[src/rtl/toy_mem_pkg.sv]
// Shared constants and types for the RISC_TOY data-memory responder.
// Bus encodings, out-of-range read value, port-operation enum and address decode helper.
package toy_mem_pkg;

  localparam int          WAW       = 30;
  localparam logic        DRW_READ  = 1'b0;
  localparam logic        DRW_WRITE = 1'b1;
  localparam logic [31:0] OOR_RDATA = 32'h0;

  typedef enum logic [1:0] {
    PORT_IDLE,
    PORT_READ,
    PORT_WRITE
  } port_op_e;

  typedef struct packed {
    logic rd;   // in-range read
    logic wr;   // in-range write
    logic oor;  // any access outside the SRAM
  } dreq_dec_t;

  // Word address is in range when every bit above the SRAM index is zero.
  function automatic logic addr_in_range(input logic [WAW-1:0] addr, input int aw);
    return (addr >> aw) == '0;
  endfunction

endpackage

[src/rtl/toy_dmem_wbuf.sv]
// One-entry posted-store buffer: capture/merge on write, clear on drain,
// plus the address compare used for read forwarding and eviction.
module toy_dmem_wbuf
  import toy_mem_pkg::*;
#(
  parameter int BW = 32,
  parameter int AW = 10
) (
  input  logic          CLK,
  input  logic          RSTN,
  input  logic          wr,
  input  logic          drain,
  input  logic [AW-1:0] addr,
  input  logic [BW-1:0] din,
  output logic          wb_v,
  output logic [AW-1:0] wb_a,
  output logic [BW-1:0] wb_d,
  output logic          hit,
  output logic          evict
);

  assign hit   = wb_v && (wb_a == addr);
  // A write to a different address pushes the old entry out to SRAM the same cycle.
  assign evict = wr && wb_v && !hit;

  always_ff @(posedge CLK or negedge RSTN) begin
    if (!RSTN) begin
      wb_v <= 1'b0;
      wb_a <= '0;
      wb_d <= '0;
    end else if (wr) begin
      wb_v <= 1'b1;
      wb_a <= addr;
      wb_d <= din;
    end else if (drain) begin
      wb_v <= 1'b0;
    end
  end

endmodule

[src/rtl/toy_dmem_resp.sv]
// RISC_TOY data-bus target: address decode, SRAM port mux (read > drain), read-return pipe.
// Optional sticky out-of-range capture when DMEM_ERR_CAPTURE_EN is defined.
module toy_dmem_resp
  import toy_mem_pkg::*;
#(
  parameter int BW    = 32,
  parameter int AW    = 10,
  parameter int ENTRY = 1024
) (
  input  logic           CLK,
  input  logic           RSTN,
  input  logic           DREQ,
  input  logic           DRW,
  input  logic [WAW-1:0] DADDR,
  input  logic [BW-1:0]  DWDATA,
  output logic [BW-1:0]  DRDATA,
  output logic           M_CSN,
  output logic           M_WEN,
  output logic [AW-1:0]  M_A,
  output logic [BW-1:0]  M_DI,
  input  logic [BW-1:0]  M_DOUT,
  output logic           WB_VALID,
  output logic           ERR,
  output logic [WAW-1:0] ERR_ADDR
);

  localparam int DEC_W = $clog2(ENTRY);

  dreq_dec_t     dec;
  logic          in_rng;
  logic          free;
  logic          drain_go;
  port_op_e      op;

  logic          wb_v;
  logic [AW-1:0] wb_a;
  logic [BW-1:0] wb_d;
  logic          hit;
  logic          evict;

  logic          rd_pend;
  logic          oor_pend;
  logic          hit_q;
  logic [BW-1:0] hit_d_q;
  logic [BW-1:0] hold;

  assign in_rng  = addr_in_range(DADDR, DEC_W);
  assign dec.rd  = DREQ && (DRW == DRW_READ)  && in_rng;
  assign dec.wr  = DREQ && (DRW == DRW_WRITE) && in_rng;
  assign dec.oor = DREQ && !in_rng;

  // Dropped out-of-range stores leave the port idle, so the buffer may drain.
  assign free     = !DREQ || ((DRW == DRW_WRITE) && !in_rng);
  assign drain_go = free && wb_v;

  toy_dmem_wbuf #(.BW(BW), .AW(AW)) u_wbuf (
    .CLK   (CLK),
    .RSTN  (RSTN),
    .wr    (dec.wr),
    .drain (drain_go),
    .addr  (DADDR[AW-1:0]),
    .din   (DWDATA),
    .wb_v  (wb_v),
    .wb_a  (wb_a),
    .wb_d  (wb_d),
    .hit   (hit),
    .evict (evict)
  );

  assign WB_VALID = wb_v;

  always_comb begin
    op = PORT_IDLE;
    if (dec.rd)                  op = PORT_READ;
    else if (evict || drain_go)  op = PORT_WRITE;
  end

  always_comb begin
    M_CSN = 1'b1;
    M_WEN = 1'b1;
    M_A   = '0;
    M_DI  = '0;
    case (op)
      PORT_READ: begin
        M_CSN = 1'b0;
        M_A   = DADDR[AW-1:0];
      end
      PORT_WRITE: begin
        M_CSN = 1'b0;
        M_WEN = 1'b0;
        M_A   = wb_a;
        M_DI  = wb_d;
      end
      default: ;
    endcase
  end

  always_ff @(posedge CLK or negedge RSTN) begin
    if (!RSTN) begin
      rd_pend  <= 1'b0;
      oor_pend <= 1'b0;
      hit_q    <= 1'b0;
      hit_d_q  <= '0;
      hold     <= '0;
    end else begin
      rd_pend  <= dec.rd;
      oor_pend <= dec.oor && (DRW == DRW_READ);
      hit_q    <= hit;
      hit_d_q  <= wb_d;
      if (rd_pend || oor_pend) hold <= DRDATA;
    end
  end

  // Return cycle is combinational from SRAM so back-to-back reads stream one per cycle.
  always_comb begin
    DRDATA = hold;
    if (rd_pend)       DRDATA = hit_q ? hit_d_q : M_DOUT;
    else if (oor_pend) DRDATA = BW'(OOR_RDATA);
  end

`ifdef DMEM_ERR_CAPTURE_EN
  logic           err_q;
  logic [WAW-1:0] err_addr_q;

  always_ff @(posedge CLK or negedge RSTN) begin
    if (!RSTN) begin
      err_q      <= 1'b0;
      err_addr_q <= '0;
    end else if (dec.oor && !err_q) begin
      err_q      <= 1'b1;
      err_addr_q <= DADDR;
    end
  end

  assign ERR      = err_q;
  assign ERR_ADDR = err_addr_q;
`else
  assign ERR      = 1'b0;
  assign ERR_ADDR = '0;
`endif

endmodule
[config.mk]
export PLATFORM = sky130hd
export DESIGN_NAME = toy_dmem_resp
export DESIGN_NICKNAME = d
export VERILOG_FILES = /design/src/rtl/toy_mem_pkg.sv /design/src/rtl/toy_dmem_wbuf.sv /design/src/rtl/toy_dmem_resp.sv
export SDC_FILE = /design/constraint.sdc
export NUM_CORES = 1
export LEC_CHECK = 0
export ABC_AREA = 1
export BUFFER_PORTS_ARGS = -buffer_cell sky130_fd_sc_hd__buf_2
export CAP_MARGIN = 0
export CORE_MARGIN = 3
export CORE_UTILIZATION = 40
export DETAILED_ROUTE_END_ITERATION = 12
export HOLD_SLACK_MARGIN = 0.06
export PLACE_DENSITY = 0.7
export RECOVER_POWER = 25
export SLEW_MARGIN = 20
export SYNTH_ARGS = -nofsm -noshare
export SYNTH_HDL_FRONTEND = slang
export SYNTH_SLANG_ARGS = --single-unit
[constraint.sdc]
create_clock -name CLK -period 1.3 [get_ports CLK]
set_input_delay 0 -clock CLK [delete_from_list [all_inputs] [get_ports CLK]]
set_output_delay 0 -clock CLK [all_outputs]
set_load 0.01 [all_outputs]
==> out/results.tsv, run 1 <==
metric	value	unit
EDFF count, synth	0	
Slew Limit Fails	0	
Post-Place Cells	954	
#FFs+latches synth	110	
initial antenna violation count	1	
Initial Utilization	0.419	
sequential-to-total area share from yosys stat	0.511	
Root Buffer	clkbuf_16	
Yosys top cell by area	dfrtp_1	
Final GP Congestion	0.794	
final core occ	0.675	
Synth area leaders	dfrtp_1 (51%), o22ai_1 (7.4%), nand2_1 (6.9%), o21ai_0 (6.9%), nor2_4 (6.3%)	
Setup Crit Path Kind	flip-flop to primary output	
Max FO, Critical Path	7	
Crit. End Element	primary output	
worst slew pin tran	721	ps
area delta synth->final	61.3	%
Cell variety after synth	30	
Critical Path RT	1300	ps
Multi-input gate area	0.00253	mm^2
area of the mapped netlist	0.00539	mm^2
DRT Pass-1 Iters	4	
asr flop ratio synth	1.00	
Syn Inst Count	604	
DR vias/cell	4.76	
max cap viols	0	
routed wire length	16.7	mm
GRT Overall Usage	0.218	
TritonCTS clock tree	yes	
DR iter-0 viols	239	
Nets	984	
DR DRC count	0	
most instantiated library cell after synthesis	dfrtp_1	
Final Skew	7.20	ps
# rows	41	
Cell Pwr Density	810	mW/mm^2
Die Y	122	um
unrepaired setup endpoints after global routing	yes	
die width	122	um
VDD IR-drop max	483	uV
Final Critical Period	1860	ps
setup TNS	-31870	ps
via count	5061	
YS warnings	0	
part of the cycle the worst path needs	1.43	
layout cells sized above 1	0.399	
CP Data Arrival Time	1860	ps
Max-slew headroom	0.519	
Layout fillers	987	
ANT nets after route	0	
leakage power	0.00407	uW
Post-synth top flop	dfrtp_1	
clk buf depth	2	
DP HPWL	9.37	mm
clock-pin slew on the worst setup and hold paths	70	ps
vias in the first global route	5236	
final setup fails	77	
Final Non-Filler Cells	1063	
CTS H-tree lvls	3	
die area	0.0149	mm^2
Clock Sinks	110	
synth cell count leaders	dfrtp_1 (110), nand2_1 (99), inv_1 (81)	
largest net degree at the start of global routing	79	
first-pass GRT wire length	25.4	mm
CTS buffer count	9	
Port Buffers	174	
f_max	0.537	GHz
Register Area	0.00275	mm^2
Setup WS post-layout	-563	ps
Hold WC Path Type	primary input to flip-flop	
I/O pin total	206	
status	finished with violations	
syn_area_per_cell	8.92	um^2
failing checks	setup timing	
Clock Latency Late Sink	350	ps
Synth top area share	0.511	
final hold vios	0	
overflow left after global routing	0	
core area	0.0129	mm^2
CP Launch Type	flip-flop	
Avg WL per Cell	15.8	um
-- per-layer routing --
metal | vias up | track usage | wire [um]
li1 | 2448 | - | -
met1 | 2400 | 0.258 | 6560
met2 | 177 | 0.396 | 8760
met3 | 36 | 0.0418 | 946
met4 | 0 | 0.0728 | 486
met5 | - | 0 | 0
-- cell type report --
| type | instances | share of cell area |
|---|---|---|
| clock buffer | 12 | 0.0284 |
| inverter | 82 | 0.0369 |
| sequential | 110 | 0.317 |
| clock inverter | 3 | 0.00792 |
| tap | 172 | 0.0248 |
| multi-input combinational | 382 | 0.291 |
| antenna | 1 | 0.000288 |
| timing repair buffer | 301 | 0.294 |
-- state kept, by name, indices dropped and copies added (netlist names) --
| signal | flops |
|---|---|
| u_wbuf.wb_v | 1 |
| hit_q | 1 |
| rd_pend | 1 |
| hold | 32 |
| oor_pend | 1 |
| hit_d_q | 32 |
| u_wbuf.wb_d | 32 |
| u_wbuf.wb_a | 10 |
-- logic make-up after synthesis --
group                  after synthesis  synth area share
AND/OR/NAND/NOR                    207             0.200
buffers and inverters              142             0.136
XOR/XNOR                             4           0.00650
other                                1          0.000696
flip-flops                         110             0.511
AO/OA/AOI/OAI                      140             0.146
-- critical path, cell delays in order, from the launching register on --
cell and delay [ps]:
dfrtp_1 390, or2_1 240, nand2_1 80, nor2_1 50, nand3_2 80, nand3_4 70, nand2_4 100, clkinv_8 110
buf_12 160, nor2_2 90, buf_2 140
-- layout by cell type, fill, tap and decap left out, types with 2 or more instances in the layout --
cell / n
inv_2: 5
buf_4: 30
or2_4: 2
o21ai_1: 23
nor2_4: 32
dlygate4sd3_1: 76
nand3_4: 2
nor2_2: 19
clkbuf_16: 10
buf_12: 13
o21ai_0: 50
o21ai_2: 2
xnor2_1: 3
buf_16: 3
buf_2: 128
nand4_1: 2
o22ai_4: 16
conb_1: 31
buf_6: 48
dfrtp_1: 110
nor2_1: 43
bufinv_16: 2
o22ai_1: 14
clkbuf_1: 3
o22ai_2: 34
inv_1: 76
nand2_1: 98
-- repair_timing --
action                                  4_1_cts  5_1_grt
gates cloned                                  7        1
hold buffers                                 76        0
endpoints found under the setup margin       76      109
hold endpoints to repair                    187        0
setup buffers                                11        3
gates resized for setup                      98       91
pin swaps                                     0       12
-- per-stage QoR --
stage | worst slack (ps) | instance area (um^2) | power [uW] | hold WS (ps)
floorplan | 0.856 | 5510 | 3670 | -296
global placement | -194 | 6530 | 3870 | 66.0
detailed placement | -260 | 6530 | 3870 | 67.3
CTS | -610 | 8360 | 7120 | 96.1
global route | -698 | 8690 | 7310 | 136
finish | -563 | 8690 | 7040 | 115
-- final timing paths --
check / from / to / slack [ps] / cells after the start
worst max-delay path: u_wbuf.wb_a[8]$_DFFE_PN0N_ / M_DI[31] / -560 / 10
worst min-delay path: DRW / u_wbuf.wb_v$_DFFE_PN0P_ / 110 / 3
worst max register to register: u_wbuf.wb_a[8]$_DFFE_PN0N_ / hit_q$_DFF_PN0_ / -20 / 7
worst min register to register: u_wbuf.wb_d[3]$_DFFE_PN0N_ / hit_d_q[3]$_DFF_PN0_ / 370 / 0
max in group asynchronous: RSTN / hit_d_q[22]$_DFF_PN0_ / 430 / 3
min in group asynchronous: RSTN / hold[26]$_DFFE_PN0P_ / 280 / 3
-- where the power goes --
part	leakage [uW]	total, uW	internal (uW)	switching (uW)
logic	0.00275	678	356	322
registers	0.00118	3420	3420	0.382
clock network	0.000153	2940	1740	1210
total	0.00407	7040	5510	1530
Power figures use the tool's default switching activity.
==> run 2, diff against run 1 <==
--- a/config.mk
+++ b/config.mk
@@ -16,2 +16,3 @@
 export RECOVER_POWER = 25
+export SETUP_SLACK_MARGIN = 0.5
 export SLEW_MARGIN = 20
--- a/constraint.sdc
+++ b/constraint.sdc
@@ -3,2 +3,2 @@
 set_output_delay 0 -clock CLK [all_outputs]
-set_load 0.01 [all_outputs]
+set_load 0.1 [all_outputs]
==> run 2 against run 1 <==
The flow finishes with violations (hold timing, setup timing). Non-clock buffer count up 22. Clock skew up 2.1 ps. Clock-buffer cell count down 1. Routed wire length up 25%. Clock power down 3%. Core utilization up 18 points. Register-to-register slack worse by 610 ps. First-iteration DRC count up 58%. Fmax down 9.4%. Power up 5.1%. Cell count up 2.2%. Setup slack worse by 190 ps. Largest cell class is now buffers. Largest power group unchanged.
==> out/results.tsv, run 2 (synthesized netlist as in run 1, its figures left out) <==
metric	value	unit	change
status	finished with violations		unchanged
failing checks	hold timing, setup timing		was setup timing
Setup WS post-layout	-757	ps	was -563 ps
f_max	0.486	GHz	was 0.537 GHz
DR vias/cell	5.11		was 4.76
Avg WL per Cell	19.3	um	was 15.8 um
Crit. End Element	primary output		unchanged
unrepaired setup endpoints after global routing	yes		unchanged
cell-internal power	5410	uW	was 5510 uW
clock-pin slew on the worst setup and hold paths	80	ps	was 70 ps
met3 WL	1.16	mm	was 946 um
DRT met1 WL	7.70	mm	was 6.56 mm
worst slew pin tran	586	ps	was 721 ps
part of the cycle the worst path needs	1.58		was 1.43
Hold WC Path Type	primary input to flip-flop		unchanged
VDD IR-drop max	752	uV	was 483 uV
max cap viols	0		unchanged
WHS	-16.4	ps	was 115 ps
Max-slew headroom	0.609		was 0.519
combinational share of power	0.152		was 0.096
clk buf depth	2		unchanged
die width	122	um	unchanged
Net Sw Frac	0.270		was 0.217
Place WS	-324	ps	was -260 ps
ANT cells	0		was 1
Post-Place Cells	983		was 954
ANT nets after route	0		unchanged
CP Data Arrival Time	2060	ps	was 1860 ps
area delta synth->final	104	%	was 61.3%
Cell Pwr Density	673	mW/mm^2	was 810 mW/mm^2
DR iter-0 viols	378		was 239
I/O pin total	206		unchanged
Seq pwr share	0.462		was 0.486
overflow left after global routing	0		unchanged
CTS H-tree lvls	3		unchanged
Die Y	122	um	unchanged
Worst Path Buf+Inv	2		was 3
most frequent cells in the layout	dfrtp_1 (109), buf_12 (97), buf_2 (85)		was buf_2 (128), dfrtp_1 (110), nand2_1 (98)
Clock Sinks	110		unchanged
Top Metal Used	met4		unchanged
Clock Latency Late Sink	350	ps	about the same
Max FO, Critical Path	6		was 7
Nets	1007		was 984
leakage power	0.00467	uW	was 0.00407 uW
first-pass GRT wire length	29.5	mm	was 25.4 mm
Layout fillers	599		was 987
final hold vios	7		was 0
delay-heaviest family, CP	simple AND/OR/NAND/NOR gates		unchanged
Worst path max stage delay	410	ps	was 390 ps
TritonCTS clock tree	yes		unchanged
DRT Pass-1 Iters	5		was 4
DP HPWL	11.9	mm	was 9.37 mm
Root Buffer	clkbuf_16		unchanged
leading cell type in the layout, fill and taps excluded	dfrtp_1		was buf_2
GRT Overall Usage	0.252		was 0.218
layout cells sized above 1	0.572		was 0.399
routed wire length	21.0	mm	was 16.7 mm
Final GP Congestion	0.827		was 0.794
core area	0.0129	mm^2	unchanged
Final Critical Period	2060	ps	was 1860 ps
vias in the first global route	5797		was 5236
initial antenna violation count	0		was 1
via count	5553		was 5061
Critical Path RT	1300	ps	about the same
# rows	41		unchanged
Slew Limit Fails	0		unchanged
met2 wire length	11.4	mm	was 8.76 mm
CTS buffer count	9		unchanged
Final Skew	9.26	ps	was 7.20 ps
DR DRC count	0		unchanged
CP Launch Type	flip-flop		unchanged
Port Buffers	174		unchanged
Initial Utilization	0.419		unchanged
Final Non-Filler Cells	1086		was 1063
final setup fails	108		was 77
CP cell instances	xnor2_1, nand2_1, nor2_4, nand3_2, nand3_4, nand2_8, buf_12, nand2_4, nand2_8, buf_12		was or2_1, nand2_1, nor2_1, nand3_2, nand3_4, nand2_4, clkinv_8, buf_12, nor2_2, buf_2
switching power	2000	uW	was 1530 uW
Clk pwr share	0.385		was 0.418
Setup Crit Path Kind	flip-flop to primary output		unchanged
Critical-path top delay cell	dfrtp_1		unchanged
largest net degree at the start of global routing	48		was 79
biggest regs	hit_d_q: 32 flops, hold: 32 flops, u_wbuf.wb_d: 32 flops		unchanged
die area	0.0149	mm^2	unchanged
==> run 2: area by class of cell <==
cell class | count | area (um^2) | area share
tap | 172 | 215 | 0.0196
inverter | 82 | 320 | 0.0291
timing repair buffer | 323 | 3940 | 0.358
sequential | 110 | 2760 | 0.251
multi-input combinational | 383 | 3460 | 0.314
clock buffer | 11 | 253 | 0.0230
clock inverter | 5 | 56.3 | 0.00512
==> run 2: metal layers <==
| layer | vias to the layer above | global-route usage |
|---|---|---|
| li1 | 2506 | - |
| met2 | 233 | 0.468 |
| met3 | 59 | 0.0469 |
| met5 | - | 0 |
| met4 | 0 | 0.0805 |
| met1 | 2755 | 0.293 |
==> run 2: tightest hold or removal path: stages <==
cell and delay (ps):
buf_2 90, o21ai_2 90, o22ai_2 90
==> run 2: what timing repair did <==
action	CTS	global route
buffers inserted	19	9
pin swaps	15	14
endpoints found under the hold margin	172	16
hold buffers	43	1
gates resized for setup	101	144
setup endpoints to repair	153	154
gates cloned	10	5
==> run 2: worst paths after layout <==
kind                       depth (start not counted)                    endpoint                        start  slack (ps)
setup / recovery                                  10                      M_A[2]   u_wbuf.wb_a[3]$_DFFE_PN0N_        -760
hold / removal                                     3         hold[2]$_DFFE_PN0P_                    M_DOUT[2]         -20
setup reg to reg                                  15             hit_q$_DFF_PN0_   u_wbuf.wb_a[6]$_DFFE_PN0N_        -630
hold reg to reg                                    0       hit_d_q[16]$_DFF_PN0_  u_wbuf.wb_d[16]$_DFFE_PN0N_         380
max in group asynchronous                          3  u_wbuf.wb_a[7]$_DFFE_PN0N_                         RSTN         410
min in group asynchronous                          2        hold[27]$_DFFE_PN0P_                         RSTN         190
==> run 2: power groups by stage <==
stage / Clock, uW / Combinational [uW] / Sequential [uW]
floorplan: 0 / 601 / 3490
global placement: 0 / 782 / 3490
detailed placement: 0 / 793 / 3490
CTS: 2880 / 1010 / 3420
global route: 3030 / 1180 / 3420
finish: 2850 / 1130 / 3420
==> run 2: stage by stage <==
stage	total power, uW	hold slack (ps)	util	setup TNS [ps]	cell area [um^2]
final	7400	-16.4	0.854	-48610	11000
after global routing	7630	-22.5	0.854	-54790	11000
after floorplan	4090	-296	-	-21190	6380
after global placement	4270	-94.2	0.674	-10450	8680
after detailed placement	4280	-90.2	0.674	-12560	8680
after CTS	7300	-57.1	0.794	-39570	10200
